--- src/rtl/cpu_exec_unit_if.sv ---
`default_nettype none
// ============================================================================
// Module      : cpu_exec_unit_if
// Description : Control word, memory bus and status bundle between the 301
//               CPU control unit (master) and the execution datapath (slave).
//               Control inputs : W_Adr, R_Adr, S_Adr, adr_sel, s_sel, pc_ld,
//                                pc_inc, pc_sel, ir_ld, rw_en, alu_op, D_in
//               Datapath outputs: Address, D_out, IR, N, Z, C
// Revision    : 1.0 - initial release
// ============================================================================
interface cpu_exec_unit_if;
    logic [2:0]  W_Adr;     // register file write address
    logic [2:0]  R_Adr;     // read port R address
    logic [2:0]  S_Adr;     // read port S address
    logic        adr_sel;   // memory address: 0 = PC, 1 = R port
    logic        s_sel;     // ALU S operand: 0 = S port, 1 = D_in
    logic        pc_ld;     // load PC
    logic        pc_inc;    // increment PC
    logic        pc_sel;    // PC load source: 0 = PC + se(IR[7:0]), 1 = ALU
    logic        ir_ld;     // load IR from D_in
    logic        rw_en;     // register file write enable
    logic [3:0]  alu_op;    // ALU operation
    logic [15:0] D_in;      // memory read data
    logic [15:0] Address;   // memory address
    logic [15:0] D_out;     // memory write data
    logic [15:0] IR;        // instruction register
    logic        N;         // result negative
    logic        Z;         // result zero
    logic        C;         // carry / borrow

    modport master (
        output W_Adr, R_Adr, S_Adr, adr_sel, s_sel, pc_ld, pc_inc, pc_sel,
               ir_ld, rw_en, alu_op, D_in,
        input  Address, D_out, IR, N, Z, C
    );

    modport slave (
        input  W_Adr, R_Adr, S_Adr, adr_sel, s_sel, pc_ld, pc_inc, pc_sel,
               ir_ld, rw_en, alu_op, D_in,
        output Address, D_out, IR, N, Z, C
    );
endinterface
`default_nettype wire

--- src/rtl/cpu_exec_unit.sv ---
`default_nettype none
// ============================================================================
// Module      : cpu_exec_unit
// Description : 16-bit execution datapath of the 301 CPU. Holds an 8 x 16
//               register file (two read ports, one write port), the ALU, the
//               program counter and the instruction register. Status flags
//               N/Z/C are combinational from the current ALU result; the
//               control unit is responsible for storing them.
// Ports       : clk   - system clock, rising edge
//               reset - synchronous, active-high
//               bus   - cpu_exec_unit_if.slave (control word in, memory
//                       address / write data / IR / status out)
// Revision    : 1.0 - initial release
// ============================================================================
module cpu_exec_unit (
    input  wire logic          clk,
    input  wire logic          reset,
    cpu_exec_unit_if.slave     bus
);

    // ALU operation encoding
    localparam logic [3:0] C_OP_ADD = 4'd0;
    localparam logic [3:0] C_OP_SUB = 4'd1;
    localparam logic [3:0] C_OP_CMP = 4'd2;
    localparam logic [3:0] C_OP_MOV = 4'd3;
    localparam logic [3:0] C_OP_SHL = 4'd4;
    localparam logic [3:0] C_OP_SHR = 4'd5;
    localparam logic [3:0] C_OP_INC = 4'd6;
    localparam logic [3:0] C_OP_DEC = 4'd7;

    // ------------------------------------------------------------------
    // State
    // ------------------------------------------------------------------
    logic [15:0] regs_q [8];
    logic [15:0] regs_d [8];
    logic [15:0] pc_q;
    logic [15:0] pc_d;
    logic [15:0] ir_q;
    logic [15:0] ir_d;

    // ------------------------------------------------------------------
    // Datapath wires
    // ------------------------------------------------------------------
    logic [15:0] w_rop;        // R port value
    logic [15:0] w_sreg;       // S port value
    logic [15:0] w_sop;        // ALU S operand after mux
    logic [16:0] w_alu;        // bit 16 carries C for every operation
    logic [15:0] w_y;          // ALU result
    logic [15:0] w_br_off;     // sign-extended IR[7:0]

    // ------------------------------------------------------------------
    // Operand selection (read ports see pre-edge register contents, so a
    // same-address write is only visible after the clock edge)
    // ------------------------------------------------------------------
    always_comb begin
        w_rop  = regs_q[bus.R_Adr];
        w_sreg = regs_q[bus.S_Adr];
        w_sop  = bus.s_sel ? bus.D_in : w_sreg;
    end

    // ------------------------------------------------------------------
    // ALU. Every op produces a 17-bit value whose top bit is C, so the flag
    // logic below does not need to know the opcode. Subtractions are done
    // on zero-extended operands: bit 16 is then exactly the unsigned borrow.
    // CMP is identical to SUB here; it only differs in that the control
    // unit does not assert rw_en.
    // ------------------------------------------------------------------
    always_comb begin
        w_alu = {1'b0, w_sop};
        case (bus.alu_op)
            C_OP_ADD: w_alu = {1'b0, w_rop} + {1'b0, w_sop};
            C_OP_SUB,
            C_OP_CMP: w_alu = {1'b0, w_rop} - {1'b0, w_sop};
            C_OP_MOV: w_alu = {1'b0, w_sop};
            C_OP_SHL: w_alu = {w_sop[15], w_sop[14:0], 1'b0};
            C_OP_SHR: w_alu = {w_sop[0], 1'b0, w_sop[15:1]};
            C_OP_INC: w_alu = {1'b0, w_sop} + 17'd1;
            C_OP_DEC: w_alu = {1'b0, w_sop} - 17'd1;
            default:  w_alu = {1'b0, w_sop};
        endcase
        w_y = w_alu[15:0];
    end

    // ------------------------------------------------------------------
    // Outputs
    // ------------------------------------------------------------------
    always_comb begin
        bus.N       = w_y[15];
        bus.Z       = (w_y == 16'h0000);
        bus.C       = w_alu[16];
        bus.Address = bus.adr_sel ? w_rop : pc_q;
        bus.D_out   = w_sreg;
        bus.IR      = ir_q;
    end

    // ------------------------------------------------------------------
    // Next-state: register file, PC, IR
    // ------------------------------------------------------------------
    always_comb begin
        w_br_off = {{8{ir_q[7]}}, ir_q[7:0]};

        for (int i = 0; i < 8; i++) begin
            regs_d[i] = regs_q[i];
        end
        if (bus.rw_en) begin
            regs_d[bus.W_Adr] = w_y;
        end

        // pc_ld takes priority over pc_inc
        pc_d = pc_q;
        if (bus.pc_ld) begin
            pc_d = bus.pc_sel ? w_y : (pc_q + w_br_off);
        end else if (bus.pc_inc) begin
            pc_d = pc_q + 16'd1;
        end

        ir_d = bus.ir_ld ? bus.D_in : ir_q;
    end

    // ------------------------------------------------------------------
    // State registers; reset overrides every write enable in its cycle
    // ------------------------------------------------------------------
    always_ff @(posedge clk) begin
        if (reset) begin
            for (int i = 0; i < 8; i++) begin
                regs_q[i] <= 16'h0000;
            end
            pc_q <= 16'h0000;
            ir_q <= 16'h0000;
        end else begin
            for (int i = 0; i < 8; i++) begin
                regs_q[i] <= regs_d[i];
            end
            pc_q <= pc_d;
            ir_q <= ir_d;
        end
    end

endmodule
`default_nettype wire

--- src/flat_wrapper.sv ---
// flat-port wrapper written by rule: the top's interface ports become plain ports
module cpu_exec_unit_flat 
  (clk, reset, bus_W_Adr, bus_R_Adr, bus_S_Adr, bus_adr_sel, bus_s_sel, bus_pc_ld, bus_pc_inc, bus_pc_sel, bus_ir_ld, bus_rw_en, bus_alu_op, bus_D_in, bus_Address, bus_D_out, bus_IR, bus_N, bus_Z, bus_C);
  cpu_exec_unit_if bus_i ();
  input  wire logic clk;
  input  wire logic reset;
  input wire logic [$bits(bus_i.W_Adr)-1:0] bus_W_Adr;
  input wire logic [$bits(bus_i.R_Adr)-1:0] bus_R_Adr;
  input wire logic [$bits(bus_i.S_Adr)-1:0] bus_S_Adr;
  input wire logic [$bits(bus_i.adr_sel)-1:0] bus_adr_sel;
  input wire logic [$bits(bus_i.s_sel)-1:0] bus_s_sel;
  input wire logic [$bits(bus_i.pc_ld)-1:0] bus_pc_ld;
  input wire logic [$bits(bus_i.pc_inc)-1:0] bus_pc_inc;
  input wire logic [$bits(bus_i.pc_sel)-1:0] bus_pc_sel;
  input wire logic [$bits(bus_i.ir_ld)-1:0] bus_ir_ld;
  input wire logic [$bits(bus_i.rw_en)-1:0] bus_rw_en;
  input wire logic [$bits(bus_i.alu_op)-1:0] bus_alu_op;
  input wire logic [$bits(bus_i.D_in)-1:0] bus_D_in;
  output wire logic [$bits(bus_i.Address)-1:0] bus_Address;
  output wire logic [$bits(bus_i.D_out)-1:0] bus_D_out;
  output wire logic [$bits(bus_i.IR)-1:0] bus_IR;
  output wire logic [$bits(bus_i.N)-1:0] bus_N;
  output wire logic [$bits(bus_i.Z)-1:0] bus_Z;
  output wire logic [$bits(bus_i.C)-1:0] bus_C;
  assign bus_i.W_Adr = bus_W_Adr;
  assign bus_i.R_Adr = bus_R_Adr;
  assign bus_i.S_Adr = bus_S_Adr;
  assign bus_i.adr_sel = bus_adr_sel;
  assign bus_i.s_sel = bus_s_sel;
  assign bus_i.pc_ld = bus_pc_ld;
  assign bus_i.pc_inc = bus_pc_inc;
  assign bus_i.pc_sel = bus_pc_sel;
  assign bus_i.ir_ld = bus_ir_ld;
  assign bus_i.rw_en = bus_rw_en;
  assign bus_i.alu_op = bus_alu_op;
  assign bus_i.D_in = bus_D_in;
  assign bus_Address = bus_i.Address;
  assign bus_D_out = bus_i.D_out;
  assign bus_IR = bus_i.IR;
  assign bus_N = bus_i.N;
  assign bus_Z = bus_i.Z;
  assign bus_C = bus_i.C;
  cpu_exec_unit u_core (.clk(clk), .reset(reset), .bus(bus_i));
endmodule
--- config.mk ---
export PLATFORM = sky130hd
export DESIGN_NAME = cpu_exec_unit_flat
export DESIGN_NICKNAME = d
export VERILOG_FILES = /design/src/rtl/cpu_exec_unit_if.sv /design/src/rtl/cpu_exec_unit.sv /design/src/flat_wrapper.sv
export SDC_FILE = /design/constraint.sdc
export NUM_CORES = 1
export LEC_CHECK = 0
export ABC_CLOCK_PERIOD_IN_PS = 8700
export BUFFER_PORTS_ARGS = -buffer_cell sky130_fd_sc_hd__clkbuf_2
export CAP_MARGIN = 40
export CORE_ASPECT_RATIO = 0.8
export CORE_MARGIN = 2
export CORE_UTILIZATION = 30
export DETAILED_ROUTE_END_ITERATION = 10
export GPL_TIMING_DRIVEN = 0
export SLEW_MARGIN = 10
export SYNTH_ARGS = -nofsm -noshare
export SYNTH_HDL_FRONTEND = slang
export SYNTH_SLANG_ARGS = --single-unit
--- constraint.sdc ---
create_clock -name clk -period 8.7 [get_ports clk]
set_input_delay 1.305 -clock clk [delete_from_list [all_inputs] [get_ports clk]]
set_output_delay 1.305 -clock clk [all_outputs]
set_load 0.05 [all_outputs]
==> results of run 1 <==
[final cells by class]
type,count,share of cell area
inverters,51,0.0140
multi-input cells,1111,0.585
well taps,495,0.0454
plain buffers,92,0.0313
clock buffers,17,0.0312
repair buffers,98,0.0431
clock inverters,15,0.0148
flip-flops and latches,160,0.235
[stage by stage]
step | hold slack [ns] | worst slack [ns] | utilization | area, um^2
final | 0.469 | 0.147 | 0.357 | 13600
after global routing | 0.490 | 0.00774 | 0.357 | 13600
after CTS | 0.468 | 0.00208 | 0.355 | 13600
after floorplan | 0.443 | 0.183 | - | 11600
after detailed placement | 0.460 | -1.50 | 0.335 | 12800
after global placement | 0.451 | -1.76 | 0.331 | 12600
[worst max-delay path, stage by stage]
cell      delay, ns
buf_2          0.24
buf_1          0.71
clkbuf_1       0.56
nand2_1        0.33
clkbuf_1       0.29
o21ai_0        0.13
ha_1           0.30
nor2b_1        0.17
o31a_1         0.30
or3_1          0.37
a311o_1        0.43
o31ai_4        0.29
nand4b_1       0.17
or4_1          0.55
or4b_1         0.59
nor4b_4        0.30
buf_8          0.19
[per-layer routing]
layer / wire, um / up-vias / global-route usage
li1: - / 5310 / -
met1: 19500 / 5597 / 0.306
met2: 19700 / 658 / 0.335
met3: 6220 / 88 / 0.0817
met4: 1200 / 0 / 0.0707
met5: 0 / - / 0
[cell usage in the layout, fill, tap and decap left out, drive strengths merged, types with 49 or more instances in the layout]
master / synthesis / final
mux2i: 62 / 62
mux4: 64 / 64
dfxtp: 160 / 160
clkbuf: 79 / 168
o21ai: 62 / 62
ha: 49 / 49
nor2: 120 / 120
nand2: 258 / 258
inv: 51 / 57
a21oi: 156 / 156
[registers in the layout (all words and copies together) (netlist names)]
register,flops
u_core.pc_q,16
u_core.bus.IR,16
u_core.regs_q,128
[worst min-delay path by stage]
stage	start	endpoint	slack [ns]	depth (start not counted)
after floorplan	u_core.regs_q[1][10]	u_core.regs_q[1][10]	0.44	2
after detailed placement	u_core.regs_q[6][9]	u_core.regs_q[6][9]	0.46	2
after CTS	u_core.regs_q[3][10]	u_core.regs_q[3][10]	0.47	2
after global routing	u_core.regs_q[1][11]	u_core.regs_q[1][11]	0.49	2
after global placement	u_core.regs_q[1][13]	u_core.regs_q[1][13]	0.45	2
final	u_core.regs_q[3][10]	u_core.regs_q[3][10]	0.47	2
[timing repair]
action | 4_1_cts | 5_1_grt
setup endpoints to repair | 3 | 1
resized for setup | 28 | 12
buffers inserted | 2 | 7
cloned | 0 | 0
pin swaps | 0 | 2
[power breakdown]
group / internal (mW) / switching [mW]
sequential: 0.758 / 0.0259
combinational: 0.245 / 0.449
clock: 0.462 / 0.358
[kinds of logic after synthesis]
family                   synth area share
buffers and inverters              0.0482
AND/OR/NAND/NOR                     0.190
adder cells (fa/ha/maj)            0.0579
flip-flops                          0.275
multiplexers                        0.194
AO/OA/AOI/OAI                       0.195
XOR/XNOR                           0.0384
==> results.md, run 1 <==
Clocking:
- The number of H-tree levels is 4.
- After clock tree synthesis, the clock-pin slew on the worst setup and hold paths is 0.07 ns.
- The clock latency reported for the late side of the worst-skew pair is 0.45 ns.
- The clock passes through at most 2 buffers.
- Clock tree synthesis found a total of 160 sinks.
- The number of buffers added to fix hold violations after cts is 0.
- The number of buffers created by CTS is 17.
- Clock tree synthesis selected as its root buffer the cell clkbuf_16.
- The CTS tree is done.

GRT:
- In the global route stage, overall resource usage came out at 0.226.
- The number of global-route vias before repair was 10800.
- The number of antenna violations at the first check in global routing was 0.
- Entering global routing, the biggest net connects 17 pins.
- The first global-routing pass estimated 67700 um of wire.
- After global routing the overflow that remains totals 0.

Critical path:
- The worst setup path is captured at a primary output.
- The reg2reg setup slack is 3.20 ns.
- Counting cells, the worst reg-to-reg path comes to 18.
- The data arrival time of the worst path is 7.25 ns.
- The worst setup path is launched from an input port.
- Along the worst path, the maximum fanout reaches 10.
- The startpoint identified for the worst register-to-register timing path is u_core.regs_q[7][5].
- Tracing the worst setup path back leads to its startpoint at bus_alu_op[0].
- The worst setup path category is input port to primary output.
- The critical register-to-register path endpoint is u_core.pc_q[14].
- The last element of the critical path is bus_Z.
- The critical path required time is 7.39 ns.

Drt:
- For this run, design rule violations remaining after detail routing come to 0.
- Dividing the detail-routed via count by the number of cells gives 5.72.
- The antenna violation net count after detailed routing is 0.
- The detailed router finished its first iteration with 1269 violations.
- The final routed wirelength across all metal layers is 46600 um.
- Dividing the detail-routed wire length by the instance count gives 22.9 um.
- The routed layout has 11700 vias.
- Before antenna repair, the detailed router went through 5 iterations.

Place:
- Detailed placement ended at an HPWL of 34900 um.
- The number of buffer cells added on primary ports is 75.
- The number of instances in the placed design is 1998.
- At the end of routability-driven placement, the weighted congestion stood at 0.952.

Synth:
- The synthesized area per cell is 8.22 um^2.
- The number of synthesized flops with an enable pin is 0.
- The share of async-settable or async-resettable flops after synthesis is 0.
- The commonest cells after synthesis are 258 x nand2_1, 160 x dfxtp_1, 156 x a21oi_1.
- After synthesis, the cell types taking the most area are dfxtp_1 28%, mux4_2 12%, nand2_1 8.3%, a21oi_1 6.7%, ha_1 5.3%.
- In this run, synthesis produced a sequential element count of 160.
- The share of synthesized area occupied by flip-flops and latches is 0.275.
- The synthesized netlist net count is 1504.
- The most used flip-flop cell after synthesis is dfxtp_1.
- Synthesis produced a netlist whose cell count is 1414.
- The number of warnings issued by yosys is 0.
- The most frequently used cell type in the post-synthesis netlist is nand2_1.
- The share of the synthesized area in the top cell type is 0.275.
- The synthesized netlist contains 74 unique library cells.
- The area of the mapped netlist is 11600 um^2.
- Summed over all instances, the cell type with the most area after synthesis is dfxtp_1.

Timing:
- The part of the cycle the worst path needs is 0.983.
- The number of pins with negative max-slew slack in the final report is 0.
- Setup violations remaining at the end of the flow were counted as 0.
- For the pin with the worst max-slew slack, the measured transition is 0.969 ns.
- The final hold violation count came to 0.
- On the final layout, the worst clock skew is 0.0153 ns.
- After layout, the minimum clock period comes to 8.55 ns.
- Adding up every negative setup slack in the final design gives 0 ns.
- The headroom to the max-slew limit is 0.354.
- Setup repair after global routing left no endpoint under its margin.
- Static timing analysis puts the maximum clock frequency at 117 MHz.

Cells and area:
- After filler insertion, the fill cell instance count of the layout stands at 3944.
- The sequential standard cell area is 3200 um^2.
- The area occupied by multi-input gates is 7980 um^2.
- The synthesis-to-finish area growth is 17.3%.
- The count of cells in the finished layout, fillers not included, comes to 2039.
- The proportion of layout cells with a drive suffix above 1 is 0.166.
- The net total in the final layout is 1621.
- 0 antenna diodes ended up in the layout.

Floorplanning:
- Measured along the y axis, the die boundary spans 180 um.
- The row count is 64.
- The area inside the core boundary is 38200 um^2.
- Measured along the x axis, the die boundary spans 224 um.
- For this configuration, the core starts out at a cell density of 0.304.
- The floorplan step defined a die boundary enclosing 40400 um^2.
- The count of boundary I/O pins is 89.

Pwr:
- The total chip power is 2.30 mW.
- The power density normalized to cell area is 168 nW/um^2.
- The leakage power summed over all cells is 5.36 nW.
- The worst-case IR drop observed on VDD is 0.116 mV.

Run status:
- The run finished with clean final reports.

Min path:
- The path class of the tightest hold or removal check is register to register.

Job:
- The count of maximum capacitance violations is 0.
(Power assumes the default switching activity.)
==> run 2: changes to the inputs <==
--- a/config.mk
+++ b/config.mk
@@ -6,13 +6,15 @@
 export NUM_CORES = 1
 export LEC_CHECK = 0
 export ABC_CLOCK_PERIOD_IN_PS = 8700
-export BUFFER_PORTS_ARGS = -buffer_cell sky130_fd_sc_hd__clkbuf_2
 export CAP_MARGIN = 40
 export CORE_ASPECT_RATIO = 0.8
 export CORE_MARGIN = 2
 export CORE_UTILIZATION = 30
+export CTS_BUF_LIST = sky130_fd_sc_hd__clkbuf_8
 export DETAILED_ROUTE_END_ITERATION = 10
+export DONT_BUFFER_PORTS = 1
 export GPL_TIMING_DRIVEN = 0
+export SKIP_LAST_GASP = 1
 export SLEW_MARGIN = 10
 export SYNTH_ARGS = -nofsm -noshare
 export SYNTH_HDL_FRONTEND = slang
==> results.md, run 2 (synthesized netlist as in run 1, its figures left out) <==
Cells and area:
- Leading cell types in the layout, fill and taps excluded: 258 x nand2_1, 160 x dfxtp_1, 154 x a21oi_1, 120 x nor2_1, 71 x clkbuf_1 (was 258 x nand2_1, 160 x dfxtp_1, 154 x a21oi_1, 120 x nor2_1, 77 x clkbuf_2).
- The end-of-flow core utilization is 0.348 (was 0.357).
- The proportion of layout cells with a drive suffix above 1 is 0.140 (was 0.166).
- The register with the most flip-flops is u_core.regs_q (unchanged).
- The most common cell after layout, fill and taps aside is nand2_1 (unchanged).
- The net total in the final layout is 1568 (was 1621).
- The synthesis-to-finish area growth was 14.3% (was 17.3%).
- The flip-flop count of the largest register after layout came to 128 (unchanged).
- The number of inserted diodes was 0 (unchanged).
- The fill cell total of the finished layout is 3964 (was 3944).

Min path:
- The type of the most critical hold path was register to register (unchanged).
- The number of stages on the worst hold path is 2 (unchanged).

Drt:
- The total via count in the routed design is 11600 (was 11700).
- The number of design-rule violations left by the first detailed-router iteration was 1583 (was 1269).
- The detail-routed net length per standard cell came to 23.9 um (was 22.9 um).
- The final routed wirelength across all metal layers is 47500 um (was 46600 um).
- The average vias per placed instance is 5.85 (was 5.72).
- The number of remaining DRC errors came to 0 (unchanged).
- The antenna violation net count after detailed routing is 0 (unchanged).
- The total iterations of the first detailed-routing run came to 5 (unchanged).

Timing:
- The post-route worst setup slack was 0.0977 ns (was 0.147 ns).
- The maximum operating frequency is 116 MHz (was 117 MHz).
- The final total negative setup slack is 0 ns (unchanged).
- The number of pins with negative max-slew slack in the final report is 0 (unchanged).
- The worst-case hold slack is 0.477 ns (was 0.469 ns).
- The part of the cycle the worst path needs is 0.989 (was 0.983).
- The headroom to the max-slew limit was 0.351 (was 0.354).
- The final number of setup-violating endpoints is 0 (unchanged).
- The minimum period implied by the final worst setup slack came to 8.60 ns (was 8.55 ns).
- The final hold violation count is 0 (unchanged).
- The post-route clock skew is 0.0240 ns (was 0.0153 ns).
- The transition time at the pin with the least slew margin is 0.974 ns (was 0.969 ns).

Floorplanning:
- The chip height is 180 um (unchanged).
- The count of boundary I/O pins came to 89 (unchanged).
- The die outline area is 40400 um^2 (unchanged).
- The area inside the core boundary is 38200 um^2 (unchanged).
- The effective utilization at floorplan is 0.304 (unchanged).
- The row count is 64 (unchanged).
- The width of the chip is 224 um (unchanged).

GRT:
- The total congestion overflow after global routing came to 0 (unchanged).
- The number of global-route vias before repair is 11000 (was 10800).
- The overall routing resource usage is 0.232 (was 0.226).
- The number of antenna violations at the first check in global routing came to 0 (unchanged).
- The first-pass GRT wire length came to 69400 um (was 67700 um).
- The pin count of the biggest net entering global routing was 20 (was 17).

Clocking:
- The number of buffers created by CTS was 17 (unchanged).
- The clock tree root buffer cell is clkbuf_8 (was clkbuf_16).
- The clock transition at the register clock pins on the worst setup and hold paths after CTS was 0.09 ns (was 0.07 ns).
- The total clock sinks was 160 (unchanged).
- The clock latency reported for the late side of the worst-skew pair is 0.51 ns (was 0.45 ns).
- The CTS tree is done (unchanged).
- The deepest clock path buffer count is 2 (unchanged).
- The number of H-tree levels is 4 (unchanged).

Job:
- The count of maximum capacitance violations is 0 (unchanged).

Run status:
- Run status: finished, final reports clean (unchanged).

Critical path:
- The reg2reg setup slack came to 3.40 ns (was 3.20 ns).
- The capturing element type of the critical path is a primary output (unchanged).
- The category of the worst setup path launch point is an input port (unchanged).
- The worst-path maximum fanout came to 10 (unchanged).
- The worst setup path category is input port to primary output (unchanged).
- The critical path required time was 7.39 ns (about the same).
- The length in cells of the worst reg-to-reg path is 17 (was 18).
- The data arrival time of the worst path is 7.30 ns (was 7.25 ns).

Place:
- The post-place setup slack was -1.64 ns (was -1.50 ns).
- The last weighted congestion value of the routability-driven placer is 0.936 (was 0.952).
- The number of buffer cells added on primary ports is 0 (was 75).
- The total half-perimeter wirelength after legalization and detailed placement is 35600 um (was 34900 um).

Pwr:
- The power density normalized to cell area came to 158 nW/um^2 (was 168 nW/um^2).
- The leakage power summed over all cells came to 5.08 nW (was 5.36 nW).
- The worst vdd rail ir drop came to 0.0953 mV (was 0.116 mV).
==> run 2: changes by cell type in the layout (fill, tap and decap cells not counted), sizes merged <==
cell / change
buf: +21
clkbuf: -73
clkinv: -2
inv: +1
==> run 2: path summary, 6_finish.rpt <==
path / from / end
setup / recovery: bus_R_Adr[0] / bus_Z
hold reg to reg: u_core.regs_q[1][0] / u_core.regs_q[1][0]
hold / removal: u_core.regs_q[1][0] / u_core.regs_q[1][0]
setup reg to reg: u_core.regs_q[7][3] / u_core.pc_q[14]
==> run 2: where the power goes <==
part | switching (mW) | internal, mW
Combinational | 0.431 | 0.247
Sequential | 0.0400 | 0.758
Clock | 0.328 | 0.296
==> run 2: metal layers <==
layer	routed length, um	part of all wire	up-vias	global-route usage
met4	1370	0.029	0	0.0704
met5	0	0	-	0
met2	20000	0.42	645	0.340
li1	-	-	5220	-
met3	6050	0.13	88	0.0998
met1	20000	0.42	5672	0.308
==> run 2: final cells by class <==
cell class              instances  area [um^2]  share of cell area
repair buffers                 46          393              0.0296
clock inverters                14          179              0.0135
multi-input cells            1111         8010               0.603
clock buffers                  18          248              0.0186
plain buffers                  91          447              0.0336
inverters                      51          191              0.0144
flip-flops and latches        160         3200               0.241
well taps                     495          619              0.0466
==> run 2: critical path: stages <==
cell	delay, ns
clkbuf_8	0.17
clkbuf_16	0.19
clkbuf_16	0.19
mux4_2	0.53
mux2i_4	0.29
and2_1	0.20
inv_1	0.10
or3_1	0.33
xnor2_1	0.14
o21ai_1	0.20
ha_2	0.35
o211a_1	0.13
o31a_1	0.15
or3_1	0.36
a311o_1	0.39
o31ai_4	0.25
nand4b_1	0.13
or4_1	0.55
or4b_4	0.57
nor4b_4	0.75
==> run 2: stage by stage <==
| stage | instance area, um^2 | power [mW] | instances |
|---|---|---|---|
| 3_3_place_gp | 12300 | 1.42 | 1909 |
| 2_1_floorplan | 11600 | 1.26 | 1414 |
| 6_report | 13300 | 2.10 | 1986 |
| 3_5_place_dp | 12600 | 1.45 | 1941 |
| 5_1_grt | 13300 | 2.18 | 1986 |
| 4_1_cts | 13200 | 2.07 | 1977 |
==> run 2: repair_timing <==
action	in CTS	in global routing
resized for setup	41	14
hold buffers	0	0
pin swaps	2	7
setup endpoints to repair	3	1
buffers inserted	5	8
==> run 3: changes to the inputs <==
--- a/config.mk
+++ b/config.mk
@@ -14,6 +14,7 @@
 export DETAILED_ROUTE_END_ITERATION = 10
 export DONT_BUFFER_PORTS = 1
 export GPL_TIMING_DRIVEN = 0
+export MAX_ROUTING_LAYER = met4
 export SKIP_LAST_GASP = 1
 export SLEW_MARGIN = 10
 export SYNTH_ARGS = -nofsm -noshare
==> results.md, run 3 (synthesized netlist as in run 1, its figures left out) <==
Cells and area:
- The fill cell total of the finished layout is 3968 (was 3964).
- The synthesis-to-finish area growth is 13.7% (was 14.3%).
- The net total in the final layout is 1563 (was 1568).
- The most common cell after layout, fill and taps aside is nand2_1 (unchanged).
- The register with the most flip-flops is u_core.regs_q (unchanged).
- The flip-flop count of the largest register after layout is 128 (unchanged).
- The end-of-flow core utilization is 0.346 (was 0.348).
- Leading cell types in the layout, fill and taps excluded: 258 x nand2_1, 160 x dfxtp_1, 153 x a21oi_1, 120 x nor2_1, 70 x clkbuf_1 (was 258 x nand2_1, 160 x dfxtp_1, 154 x a21oi_1, 120 x nor2_1, 71 x clkbuf_1).
- The proportion of layout cells with a drive suffix above 1 is 0.138 (was 0.140).

GRT:
- The pin count of the biggest net entering global routing was 20 (unchanged).
- The first-pass GRT wire length is 68800 um (was 69400 um).
- The number of global-route vias before repair is 10900 (was 11000).
- The overall routing resource usage was 0.236 (was 0.232).
- The number of antenna violations at the first check in global routing came to 0 (unchanged).
- The total congestion overflow after global routing is 0 (unchanged).

Clocking:
- The number of H-tree levels was 4 (unchanged).
- The CTS tree is done (unchanged).
- The clock latency reported for the late side of the worst-skew pair is 0.51 ns (about the same).
- The clock transition at the register clock pins on the worst setup and hold paths after CTS is 0.10 ns (was 0.09 ns).
- The total clock sinks is 160 (unchanged).
- The number of buffers created by CTS is 17 (unchanged).
- The clock tree root buffer cell is clkbuf_8 (unchanged).
- The number of buffers added to fix hold violations after cts is 0 (unchanged).
- The deepest clock path buffer count was 2 (unchanged).

Floorplanning:
- The count of boundary I/O pins came to 89 (unchanged).
- The row count was 64 (unchanged).
- The area inside the core boundary is 38200 um^2 (unchanged).
- The effective utilization at floorplan was 0.304 (unchanged).
- The width of the chip came to 224 um (unchanged).
- The die outline area is 40400 um^2 (unchanged).
- The chip height is 180 um (unchanged).

Critical path:
- The data arrival time of the worst path is 7.22 ns (was 7.30 ns).
- The worst setup path category is input port to primary output (unchanged).
- The critical path startpoint is bus_S_Adr[2] (was bus_R_Adr[0]).
- The source of the worst register-to-register timing path is u_core.regs_q[7][0] (was u_core.regs_q[7][3]).
- Critical path, cell by cell: buf_2, buf_4, mux4_2, mux2_2, mux2i_2, inv_1, ha_1, inv_1, fa_1, a211oi_1, o21ai_0, a41oi_1, a31oi_1, a31oi_1, xnor2_1, a221oi_2, nor4b_4 (was clkbuf_8, clkbuf_16, clkbuf_16, mux4_2, mux2i_4, and2_1, inv_1, or3_1, xnor2_1, o21ai_1, ha_2, o211a_1, o31a_1, or3_1, a311o_1, o31ai_4, nand4b_1, or4_1, or4b_4, nor4b_4).
- The longest individual stage delay on the worst path is 0.80 ns (was 0.75 ns).
- The category of the worst setup path launch point is an input port (unchanged).
- The capturing element type of the critical path is a primary output (unchanged).
- The slowest cell on the critical path is a221oi_2 (was nor4b_4).
- The worst-path maximum fanout came to 10 (unchanged).
- The critical path required time was 7.39 ns (about the same).

Timing:
- The maximum operating frequency was 117 MHz (was 116 MHz).
- The number of pins with negative max-slew slack in the final report came to 0 (unchanged).
- The transition time at the pin with the least slew margin came to 0.944 ns (was 0.974 ns).
- The minimum period implied by the final worst setup slack is 8.52 ns (was 8.60 ns).
- Setup repair after global routing left no endpoint under its margin.
- The final hold violation count is 0 (unchanged).
- The final number of setup-violating endpoints is 0 (unchanged).
- The post-route clock skew was 0.0182 ns (was 0.0240 ns).
- The headroom to the max-slew limit is 0.371 (was 0.351).
- The part of the cycle the worst path needs was 0.980 (was 0.989).

Job:
- The count of maximum capacitance violations is 0 (unchanged).

Place:
- The total half-perimeter wirelength after legalization and detailed placement was 35300 um (was 35600 um).
- The last weighted congestion value of the routability-driven placer is 0.963 (was 0.936).
- The number of buffer cells added on primary ports is 0 (unchanged).

Drt:
- The final routed wirelength across all metal layers came to 47000 um (was 47500 um).
- The total iterations of the first detailed-routing run is 6 (was 5).
- The number of design-rule violations left by the first detailed-router iteration is 1448 (was 1583).
- The number of remaining DRC errors is 0 (unchanged).
- The detail-routed net length per standard cell came to 23.7 um (was 23.9 um).
- The antenna violation net count after detailed routing is 0 (unchanged).
- The average vias per placed instance was 5.89 (was 5.85).
- The total via count in the routed design is 11700 (was 11600).

Pwr:
- The power density normalized to cell area was 156 nW/um^2 (was 158 nW/um^2).
- The worst vdd rail ir drop is 0.0784 mV (was 0.0953 mV).
- The leakage power summed over all cells is 5.04 nW (was 5.08 nW).
- The total chip power is 2.06 mW (was 2.10 mW).

Min path:
- The start point of the worst hold path is u_core.regs_q[4][13] (was u_core.regs_q[1][0]).
- The type of the most critical hold path is register to register (unchanged).

Run status:
- Run status: finished, final reports clean (unchanged).
==> run 3: area by class of cell <==
cell class	instances	area [um^2]	area share
Multi-Input combinational cell	1111	8010	0.606
Sequential cell	160	3200	0.242
Tap cell	495	619	0.0469
Buffer	91	449	0.0340
Timing Repair Buffer	41	344	0.0260
Clock buffer	19	262	0.0198
Inverter	51	191	0.0145
Clock inverter	12	134	0.0101
Antenna cell	1	2.50	0.000189
==> run 3: critical path, delay by kind of cell <==
family          cells  cell delay (ns)
xor+xnor            1             0.17
buf+inv             4             0.86
fa+ha+maj           2             0.48
simple gates        1             0.80
mux                 3             1.19
compound gates      6             2.39
==> run 3: final timing paths <==
| path | cells past startpoint | slack [ns] | to |
|---|---|---|---|
| worst max-delay path | 17 | 0.18 | bus_Z |
| worst min-delay path | 2 | 0.47 | u_core.regs_q[4][13] |
| worst max register to register | 16 | 3.27 | u_core.pc_q[14] |
| worst min register to register | 2 | 0.47 | u_core.regs_q[4][13] |
==> run 3: what timing repair did <==
item,CTS,global route
pin swaps,3,8
gates resized for setup,39,17
endpoints found under the setup margin,3,1
buffers inserted,7,3
gates cloned,0,0
==> run 3: metal layers <==
layer,part of all wire,up-vias,GRT usage
met5,0,-,-
met4,0.029,0,0.0723
met3,0.12,106,0.0680
met2,0.42,684,0.337
met1,0.43,5674,0.320
li1,-,5207,-
==> run 3: power by group <==
part           switching (mW)  total (mW)  internal (mW)  leakage (nW)
Combinational           0.429       0.673          0.244          3.53
Sequential             0.0401       0.798          0.758          1.30
Clock                   0.317       0.588          0.271         0.209
Total                   0.786        2.06           1.27          5.04
==> run 3: through the flow <==
step                hold WS [ns]  cell area [um^2]  cells  setup WS (ns)  TNS, ns
detailed placement         0.458             12600   1940          -1.64    -2.67
CTS                        0.470             13200   1977         0.0427        0
global route               0.494             13200   1980         0.0126        0
floorplan                  0.443             11600   1414          0.183        0
finish                     0.474             13200   1981          0.176        0
global placement           0.452             12300   1909          -1.93    -3.68
